<file path="src/rtl/dds_multi_line.sv">
// Multi-channel line-segment DDS: per-channel phase accumulator, step and mode, registered signed sample and wrap strobe.
// Optional DDS_SYNC_LOAD_EN: retune is deferred to the channel's next wrap (phase-continuous); otherwise load is immediate.
module dds_multi_line #(
  parameter int CHANNELS   = 4,
  parameter int CH_W       = 2,
  parameter int PHASE_W    = 16,
  parameter int OUT_W      = 8,
  parameter int RESET_STEP = 256
) (
  input  logic                      clk,
  input  logic                      reset,
  input  logic                      en,
  input  logic                      set,
  input  logic [CH_W-1:0]           ch_sel,
  input  logic [PHASE_W-1:0]        step_in,
  input  logic [1:0]                mode_in,
  output logic [CHANNELS*OUT_W-1:0] value,
  output logic [CHANNELS-1:0]       zero_address,
  output logic [CHANNELS-1:0]       load_pending
);

  typedef enum logic [1:0] {
    MODE_SAW = 2'd0,
    MODE_TRI = 2'd1,
    MODE_SQR = 2'd2,
    MODE_OFF = 2'd3
  } mode_e;

  logic [PHASE_W-1:0] phase_q [CHANNELS];
  logic [PHASE_W-1:0] phase_d [CHANNELS];
  logic [PHASE_W-1:0] step_q  [CHANNELS];
  logic [PHASE_W-1:0] step_d  [CHANNELS];
  mode_e              mode_q  [CHANNELS];
  mode_e              mode_d  [CHANNELS];
  logic [OUT_W-1:0]   value_q [CHANNELS];
  logic [OUT_W-1:0]   value_d [CHANNELS];
  logic [CHANNELS-1:0] carry_q, carry_d;
  logic [CHANNELS-1:0] zero_q;
`ifdef DDS_SYNC_LOAD_EN
  logic [PHASE_W-1:0] pstep_q [CHANNELS];
  logic [PHASE_W-1:0] pstep_d [CHANNELS];
  mode_e              pmode_q [CHANNELS];
  mode_e              pmode_d [CHANNELS];
  logic [CHANNELS-1:0] pend_q, pend_d;
`endif

  function automatic logic [OUT_W-1:0] wave(input logic [OUT_W-1:0] t, input mode_e md);
    logic [OUT_W-1:0] two_r;
    logic [OUT_W-1:0] max_v;
    two_r = {1'b0, t[OUT_W-3:0], 1'b0};
    max_v = {1'b0, {(OUT_W-1){1'b1}}};
    wave  = '0;
    case (md)
      MODE_SAW: wave = t;
      MODE_TRI: begin
        case (t[OUT_W-1 -: 2])
          2'd0:    wave = two_r;
          2'd1:    wave = max_v - two_r;
          2'd2:    wave = -two_r;
          default: wave = two_r - max_v;
        endcase
      end
      MODE_SQR: wave = t[OUT_W-1] ? -max_v : max_v;
      default:  wave = '0;
    endcase
  endfunction

  always_comb begin : next_state
    logic               hit;
    logic               carry;
    logic [PHASE_W:0]   sum;
    hit     = 1'b0;
    carry   = 1'b0;
    sum     = '0;
    carry_d = '0;
`ifdef DDS_SYNC_LOAD_EN
    pend_d  = pend_q;
`endif
    for (int unsigned i = 0; i < CHANNELS; i++) begin
      hit        = set && (ch_sel == CH_W'(i));
      sum        = {1'b0, phase_q[i]} + {1'b0, step_q[i]};
      carry      = en && sum[PHASE_W];
      phase_d[i] = en ? sum[PHASE_W-1:0] : phase_q[i];
      step_d[i]  = step_q[i];
      mode_d[i]  = mode_q[i];
      value_d[i] = wave(phase_q[i][PHASE_W-1 -: OUT_W], mode_q[i]);
`ifdef DDS_SYNC_LOAD_EN
      pstep_d[i] = pstep_q[i];
      pmode_d[i] = pmode_q[i];
      // Commit earlier pending values first so a set on the wrap edge stays pending for the next wrap.
      if (carry && pend_q[i]) begin
        step_d[i] = pstep_q[i];
        mode_d[i] = pmode_q[i];
        pend_d[i] = 1'b0;
      end
      if (hit) begin
        pstep_d[i] = step_in;
        pmode_d[i] = mode_e'(mode_in);
        pend_d[i]  = 1'b1;
      end
`else
      if (hit) begin
        step_d[i]  = step_in;
        mode_d[i]  = mode_e'(mode_in);
        phase_d[i] = '0;
        carry      = 1'b0;
      end
`endif
      carry_d[i] = carry;
    end
  end

  always_ff @(posedge clk or negedge reset) begin
    if (!reset) begin
      for (int unsigned i = 0; i < CHANNELS; i++) begin
        phase_q[i] <= '0;
        step_q[i]  <= PHASE_W'(RESET_STEP);
        mode_q[i]  <= MODE_TRI;
        value_q[i] <= '0;
`ifdef DDS_SYNC_LOAD_EN
        pstep_q[i] <= '0;
        pmode_q[i] <= MODE_TRI;
`endif
      end
      carry_q <= '0;
      zero_q  <= '0;
`ifdef DDS_SYNC_LOAD_EN
      pend_q  <= '0;
`endif
    end else begin
      for (int unsigned i = 0; i < CHANNELS; i++) begin
        phase_q[i] <= phase_d[i];
        step_q[i]  <= step_d[i];
        mode_q[i]  <= mode_d[i];
        value_q[i] <= value_d[i];
`ifdef DDS_SYNC_LOAD_EN
        pstep_q[i] <= pstep_d[i];
        pmode_q[i] <= pmode_d[i];
`endif
      end
      carry_q <= carry_d;
      // Second stage aligns the strobe with the first post-wrap sample.
      zero_q  <= carry_q;
`ifdef DDS_SYNC_LOAD_EN
      pend_q  <= pend_d;
`endif
    end
  end

  for (genvar g = 0; g < CHANNELS; g++) begin : g_out
    assign value[g*OUT_W +: OUT_W] = value_q[g];
  end
  assign zero_address = zero_q;
`ifdef DDS_SYNC_LOAD_EN
  assign load_pending = pend_q;
`else
  assign load_pending = '0;
`endif

endmodule

</file>
<file path="config.mk">
export PLATFORM = sky130hd
export DESIGN_NAME = dds_multi_line
export DESIGN_NICKNAME = d
export VERILOG_FILES = /design/src/rtl/dds_multi_line.sv
export SDC_FILE = /design/constraint.sdc
export NUM_CORES = 1
export LEC_CHECK = 0
export CORE_UTILIZATION = 54
export DETAILED_ROUTE_END_ITERATION = 16
export GPL_TIMING_DRIVEN = 0
export PLACE_DENSITY = 0.76
export REMOVE_ABC_BUFFERS = 1
export SLEW_MARGIN = 20
export SYNTH_ARGS = -nofsm -noshare
export SYNTH_HDL_FRONTEND = slang
export SYNTH_SLANG_ARGS = --single-unit
</file>
<file path="constraint.sdc">
create_clock -name clk -period 2.1 [get_ports clk]
set_input_delay 0.315 -clock clk [delete_from_list [all_inputs] [get_ports clk]]
set_output_delay 0.315 -clock clk [all_outputs]
set_load 0.005 [all_outputs]
</file>
======== After elaboration in Yosys (flattened, before gate mapping) ========
Cells that the tools add are included.
storage, ports and cells
  flip-flop bits (word level) ............. 176
  input bits .............................. 24
  output and inout bits ................... 40
operators by class
  $add $sub $neg .......................... 16
  equality and inequality tests ........... 19
  multiplexer cells ....................... 24
  reduce and logical (&&, ||, !) cells .... 21
operator list
  cell                                                                   count
  8-bit one-hot mux with 3 select lines                                  8
  16-bit two-way mux                                                     8
  16-bit by 16-bit adder with 17-bit output                              4
  8-bit two-way mux                                                      4
  7-bit negation with 8-bit output                                       4
  7-bit by 7-bit subtractor with 8-bit output, first input constant      4
  7-bit by 7-bit subtractor with 8-bit output, second input constant     4
  2-bit equality test, second input constant                             10
  2-bit by 1-bit equality test with 1-bit output, second input constant  9
  2-bit logical NOT                                                      9
  1-bit logical AND                                                      8
  2-bit nonzero test                                                     4
  1-bit two-way mux                                                      4

======== Depth between registers and ports, before layout ========
Gate-level depths: netlist of the first run.
  depth in word-level cells ............... 3
  gate-level depth with buffers ........... 10
  gate-level depth less buffers ........... 10

======== Least setup slack after synthesis of the first run ========
No wires, ideal clock.
  path type ............................... register to register
  start ................................... reg phase_q[0] (netlist bit)
  end ..................................... reg phase_q[14] (netlist bit)
  library setup time ...................... 130 ps
  data arrival time ....................... 2112 ps
  path slack .............................. -142 ps
  cell stages (with the launch flop) ...... 11
  path buffers ............................ 0
  period minus slack after synthesis ...... 2242 ps
  cell sequence ........................... dfrtp_1 -> ha_1 -> inv_1 -> fa_1 -> nor2b_1 -> o21ai_1 -> a21boi_1 -> o2111ai_1 -> a211oi_1 -> o211a_1 -> nor3_1
on the way
  cells in the longest elaborated chain, start to end .. 3
ends and longest elaborated chain
  element                                    RTL line  text
  start, declared                            29        logic [PHASE_W-1:0] phase_q [CHANNELS];
  start signal, assigned by index            132       phase_q[i] <= phase_d[i];
  16-bit by 16-bit adder with 17-bit output  81        sum = {1'b0, phase_q[i]} + {1'b0, step_q[i]};
  16-bit two-way mux                         83        phase_d[i] = en ? sum[PHASE_W-1:0] : phase_q[i];
  16-bit two-way mux                         102       if (hit) begin
Every way passes these cells. The select of a mux whose other input is x is not followed.
A chain may end at the register's enable or synchronous reset.

======== Worst setup path after layout of the first run ========
  start ................................... reg phase_q[48] (netlist bit)
  end ..................................... reg carry_q[0]
on the way
  cells in the longest elaborated chain, start to end .. 3
ends and longest elaborated chain
  element                                    RTL line  text
  16-bit by 16-bit adder with 17-bit output  81
  1-bit logical AND                          82        carry = en && sum[PHASE_W];
  1-bit two-way mux                          102
  via carry_d[0]                             37        logic [CHANNELS-1:0] carry_q, carry_d;
  end signal, assigned                       141       carry_q <= carry_d;
  end, declared                              37
The timed path passes the listed nets, and every way through them passes these cells.

==> flow_metrics.tcl, run 1 <==
set metrics [dict create \
    ff2ff_setup_slack_ns -0.30 \
    grt_max_degree 83 \
    antenna_found_initial 0 \
    die_h_um 140 \
    slew_headroom_pct 30.0 \
    worst_r2r_path_depth 10 \
    outcome "complete, but fails checks" \
    worst_clock_skew_ns 0.0111 \
    critical_path_arrival_ns 2.72 \
    grt_pass1_wl_mm 41.1 \
    timing.rr.end "carry_q[0]$_DFF_PN0_" \
    drive_gt1_share_pct 18.8 \
    fin_area_sq_um 12900 \
    layout_commonest_cell "nand2_1" \
    drt_iter0_drc 546 \
    cp.required_ns 2.42 \
    ys_types 67 \
    utilization_pct 68.9 \
    totalNegativeSetupSlack_ns -3.63 \
    vias 8694 \
    ys_ff_latch 176 \
    netlist_area_sq_um 10300 \
    cts_tree "built" \
    numPortBuffers 59 \
    ys_async_sr_fraction_pct 100 \
    critPathSlowestCell "or4_4" \
    instances_no_fill 1462 \
    crit_type "register to register" \
    grt_pass1_vias 8333 \
    drc 0 \
    wl_per_cell_um 17.8 \
    hpwl_mm 15.6 \
    synth_edf_count 0 \
    crit_chain "ha_2 -> inv_2 -> fa_2 -> nor2b_2 -> o31a_1 -> o211ai_2 -> a21oi_2 -> or4_4 -> a21oi_2 -> o22ai_1" \
    path_common_cell "a21oi_2" \
    antenna_cells 0 \
    finalCritPeriodShare_pct 114 \
    failed_checks "setup timing" \
    tightest_slew_ns 1.05 \
    endpoint "carry_q[0]$_DFF_PN0_" \
    dieArea_sq_um 19700 \
    path_max_fanout 3 \
    track_usage_pct 26.4 \
    root_buffer "clkbuf_16" \
    io_pins 64 \
    p_per_area_nw_per_um2 1500 \
    drtPass1Iterations 5 \
    drt-total-wl_mm 26.0 \
    syn_inst 1130 \
    vias_per_cell 5.95 \
    holdCritPathClass "input pin to register" \
    finalWorstSetupSlack_ns -0.301 \
    hold_viol_final 0 \
    avgSynthCellArea_sq_um 9.14 \
    setup_viol 23 \
    cpPeakStageDelay_ns 0.45 \
    start_util_pct 55.2 \
    ys.flop_type "dfrtp_1" \
    num_rows 50 \
    dp.cells 1389 \
    startpoint "phase_q[48]$_DFFE_PN0P_" \
    max_freq_ghz 0.416 \
    cts_max_level 4 \
    critPathTopFamily "compound AO/OA/AOI/OAI gates" \
    p_leak_nw 5.73 \
    final_net_count 1311 \
    rsz0062_at_grt "yes" \
    ir_worst_vdd_v 0.000901 \
    maxCapViolations 0 \
    syn2layout_area_growth_pct 24.7 \
    worst-path-buf-inv 1 \
    gp_congestion 0.878 \
    grt_overflow 0 \
    insertion_delay_ns 0.44 \
    num-fill-cells 1372 \
    final_cell_mix "nand2_1, dfrtp_1, nor2_1, o21ai_0" \
    place_area_sq_um 11200 \
    critPathCaptureType "register" \
    die_w_um 140 \
    core_sq_um 18700 \
    worstHoldStart "en" \
    cp-start-kind "register" \
    cts_num_sinks 176 \
    ant_nets 0 \
    place_ws_ns -0.513 \
    cts_buffer_depth 2 \
    yosys_warnings 0 \
    fin_crit_ns 2.40 \
    yosysSeqAreaShare_pct 42.7 \
    cts_buffers 17 \
    cp.depth 10 \
    slew_viol_final 0 \
    r2r-start "phase_q[48]$_DFFE_PN0P_" \
    path_clk_slew_ns 0.07 \
]
## routing by layer
metal  track usage, %  vias up  part of all wire, %
li1                 -     4131                    -
met1             35.0     4266                   43
met2             42.5      240                   49
met3             4.68       57                  4.2
met4             11.3        0                  3.1
met5                0        -                    0
## power by group
group / internal, W / leakage, nW / switching [W]
registers: 0.00458 / 2.15 / 0.00116
logic: 0.00506 / 3.27 / 0.00504
clock network: 0.00205 / 0.307 / 0.00139
total: 0.0117 / 5.73 / 0.00759
## metrics by stage
stage,hold WS [ns],total power [W]
detailed placement,0.215,0.0137
global placement,0.334,0.0134
global route,0.323,0.0206
CTS,0.267,0.0180
finish,0.314,0.0193
floorplan,0.0194,0.0115
## area by class of cell
type	count	area, sq um	share of cell area, %
clock buffer	21	460	3.57
clock inverter	11	161	1.25
inverter	42	158	1.22
multi-input combinational	872	6320	49.1
sequential	176	4420	34.3
tap	234	293	2.27
timing repair buffer	106	1070	8.27
## state kept, by name, indices dropped and copies added (netlist names)
signal and count:
phase_q 64, step_q 64, value 32, mode_q 8, carry_q 4, zero_address 4
## cell families after synthesis
family / count (synthesis) / share of synthesized area (%)
xor+xnor: 55 / 4.66
fa+ha+maj: 72 / 9.01
compound gates: 269 / 15.9
mux: 60 / 6.07
buf+inv: 85 / 3.27
simple gates: 412 / 18.3
flops: 176 / 42.7
other cells: 1 / 0.0363
## Yosys cell counts, drive strengths merged, types with 15 or more instances
cell type | count | area (sq um)
o21ai | 73 | 365
xnor2 | 41 | 359
nand3 | 20 | 100
a21oi | 81 | 424
inv | 38 | 143
nor2b | 15 | 93.8
ha | 68 | 851
a31oi | 15 | 93.8
mux2 | 21 | 236
nor2 | 96 | 360
nand2 | 189 | 709
a21o | 18 | 135
clkbuf | 32 | 120
dfrtp | 168 | 4200
o22ai | 20 | 125
mux2i | 39 | 390
nand2b | 19 | 119
## worst reg2reg max path: stages (launching register included)
cell	delay [ns]
dfrtp_1	0.39
ha_2	0.19
inv_2	0.07
fa_2	0.23
nor2b_2	0.06
o31a_1	0.35
o211ai_2	0.21
a21oi_2	0.12
or4_4	0.45
a21oi_2	0.15
o22ai_1	0.07
## timing repair
item	in CTS	in global routing
gates resized for setup	71	83
setup buffers	24	22
hold endpoints to repair	38	0
setup endpoints to repair	34	39
pin swaps	54	66
hold buffers	1	0
## worst min path at each step
stage	end	slack [ns]	depth (start not counted)
finish	phase_q[28]$_DFFE_PN0P_	0.31	2
global route	phase_q[28]$_DFFE_PN0P_	0.32	2
CTS	phase_q[28]$_DFFE_PN0P_	0.27	3
detailed placement	value[6]$_DFF_PN0_	0.22	1
global placement	zero_address[0]$_DFF_PN0_	0.33	0
floorplan	carry_q[0]$_DFF_PN0_	0.02	0
Note: power is estimated with default switching activity, not from simulation.
==> inputs of run 2 (changes only) <==
==> constraint.sdc (replaced) <==
create_clock -name clk -period 2.1 [get_ports clk]
set_input_delay 0.315 -clock clk [delete_from_list [all_inputs] [get_ports clk]]
set_output_delay 0.315 -clock clk [all_outputs]
set_load 0.1 [all_outputs]
==> run 2 against run 1 <==
Compared with the run above:
- the flow still finishes with violations (setup timing)
- first-iteration DRC count is 4.9% higher
- count of clock-buffer cells in the layout stayed put
- sequential share of layout area is 0.12 points higher
- largest power group unchanged
- highest routed layer unchanged
==> flow_metrics.tcl, run 2 (synthesis gave the netlist of run 1 again) <==
set metrics [dict create \
    insertion_delay_ns 0.44 \
    cp-start-kind "register" \
    vias 8676 \
    drtPass1Iterations 5 \
    die_h_um 140 \
    grt_pass1_wl_mm 41.2 \
    gp_congestion 0.878 \
    cp.depth 10 \
    slew_headroom_pct 32.5 \
    num-fill-cells 1389 \
    maxCapViolations 0 \
    root_buffer "clkbuf_16" \
    worst_clock_skew_ns 0.0123 \
    drt_iter0_drc 573 \
    hold_viol_final 0 \
    path_max_fanout 3 \
    critPathSlowestCell "or4_4" \
    ant_nets 0 \
    drt-total-wl_mm 25.9 \
    numPortBuffers 59 \
    grt_util_met3_pct 4.68 \
    holdWs_ns 0.312 \
    cts_buffers 17 \
    start_util_pct 55.2 \
    io_pins 64 \
    hpwl_mm 15.6 \
    vias_per_cell 5.93 \
    drc 0 \
    global_route.usage.met2_pct 42.5 \
    final_cell_mix "nand2_1, dfrtp_1, nor2_1, o21ai_0, a21oi_1" \
    layout_commonest_cell "nand2_1" \
    grt_pass1_vias 8333 \
    p_per_area_nw_per_um2 1660 \
    outcome "complete, but fails checks" \
    drive_gt1_share_pct 18.8 \
    syn2layout_area_growth_pct 24.2 \
    final_net_count 1311 \
    cts_tree "built" \
    p_leak_nw 5.82 \
    crit_type "register to register" \
    grt_overflow 0 \
    crit_chain "ha_2 -> inv_2 -> fa_2 -> nor2b_2 -> o31a_1 -> o211ai_2 -> a21oi_2 -> or4_4 -> a21oi_2 -> o22ai_1" \
    cts_num_sinks 176 \
    tightest_slew_ns 1.01 \
    fin_crit_ns 2.39 \
    failed_checks "setup timing" \
    finalWorstSetupSlack_ns -0.290 \
    critPathCaptureType "register" \
    cp.required_ns 2.42 \
    dieArea_sq_um 19700 \
    worst_r2r_path_depth 10 \
    regArea_sq_um 4420 \
    cpPeakStageDelay_ns 0.45 \
    finalCritPeriodShare_pct 114 \
    worst-path-buf-inv 1 \
    dp.cells 1389 \
    ir_worst_vdd_v 0.000902 \
    instances_no_fill 1462 \
    fin_area_sq_um 12800 \
    cts_max_level 4 \
    cts_buffer_depth 2 \
    grt_max_degree 83 \
    antenna_found_initial 0 \
    path_common_cell "a21oi_2" \
    rsz0062_at_grt "yes" \
    busiest_layer "met2" \
    setup_viol 22 \
    holdCritPathClass "input pin to register" \
    critical_path_arrival_ns 2.71 \
    die_w_um 140 \
    place_area_sq_um 11200 \
    antenna_cells 0 \
    core_sq_um 18700 \
    utilization_pct 68.6 \
    grtUsageMet1_pct 35.0 \
    multi_input_area_sq_um 6320 \
    slew_viol_final 0 \
    wl_per_cell_um 17.7 \
    max_freq_ghz 0.418 \
    path_clk_slew_ns 0.07 \
    power_w 0.0213 \
    num_rows 50 \
    track_usage_pct 26.4 \
    critPathTopFamily "compound AO/OA/AOI/OAI gates" \
    whs_path_depth 2 \
]
run 2: cell types whose count changed in the layout (fill, tap and decap cells not counted), sizes merged:
| cell | previous run | this run |
|---|---|---|
| clkdlybuf4s50 | 57 | 21 |
| dlygate4sd2 | 0 | 36 |
run 2: worst register-to-register path, cell delays in order (launching register included):
cell	delay (ns)
dfrtp_1	0.39
ha_2	0.19
inv_2	0.07
fa_2	0.23
nor2b_2	0.06
o31a_1	0.35
o211ai_2	0.21
a21oi_2	0.12
or4_4	0.45
a21oi_2	0.14
o22ai_1	0.07
run 2: power by group:
group	total, W	switching [W]	internal (W)	leakage [nW]
Combinational	0.0121	0.00730	0.00484	3.36
Sequential	0.00573	0.00115	0.00458	2.15
Clock	0.00345	0.00140	0.00205	0.307
run 2: per-stage QoR:
stage	setup WS [ns]	setup TNS [ns]
floorplan	-0.541	-10.61
global placement	-6.48	-1364.65
detailed placement	-0.513	-13.75
CTS	-0.221	-2.33
global route	-0.365	-6.11
finish	-0.290	-3.70
run 2: routing by layer:
layer / share of wire (%) / routed length [um]
met1: 43 / 11200
met2: 49 / 12800
met3: 4.4 / 1150
met4: 3.1 / 813
met5: 0 / 0
run 2: final cells by class:
type | instances | area share, %
inverters | 42 | 1.23
clock buffers | 21 | 3.59
clock inverters | 11 | 1.26
flip-flops and latches | 176 | 34.4
well taps | 234 | 2.28
multi-input cells | 872 | 49.3
repair buffers | 106 | 7.95
run 2: final timing paths:
| kind | from | slack [ns] | end |
|---|---|---|---|
| setup / recovery | phase_q[48]$_DFFE_PN0P_ | -0.29 | carry_q[0]$_DFF_PN0_ |
| hold / removal | en | 0.31 | phase_q[28]$_DFFE_PN0P_ |
| setup reg to reg | phase_q[48]$_DFFE_PN0P_ | -0.29 | carry_q[0]$_DFF_PN0_ |
| hold reg to reg | carry_q[1]$_DFF_PN0_ | 0.35 | zero_address[1]$_DFF_PN0_ |
| max in group asynchronous | reset | 0.70 | step_q[40]$_DFFE_PN1P_ |
| min in group asynchronous | reset | 0.34 | value[6]$_DFF_PN0_ |
run 2: what timing repair did:
action	4_1_cts	5_1_grt
pin swaps	54	66
resized for setup	107	83
buffers inserted	24	22
hold buffers	1	0
hold endpoints to repair	38	0
endpoints found under the setup margin	70	39
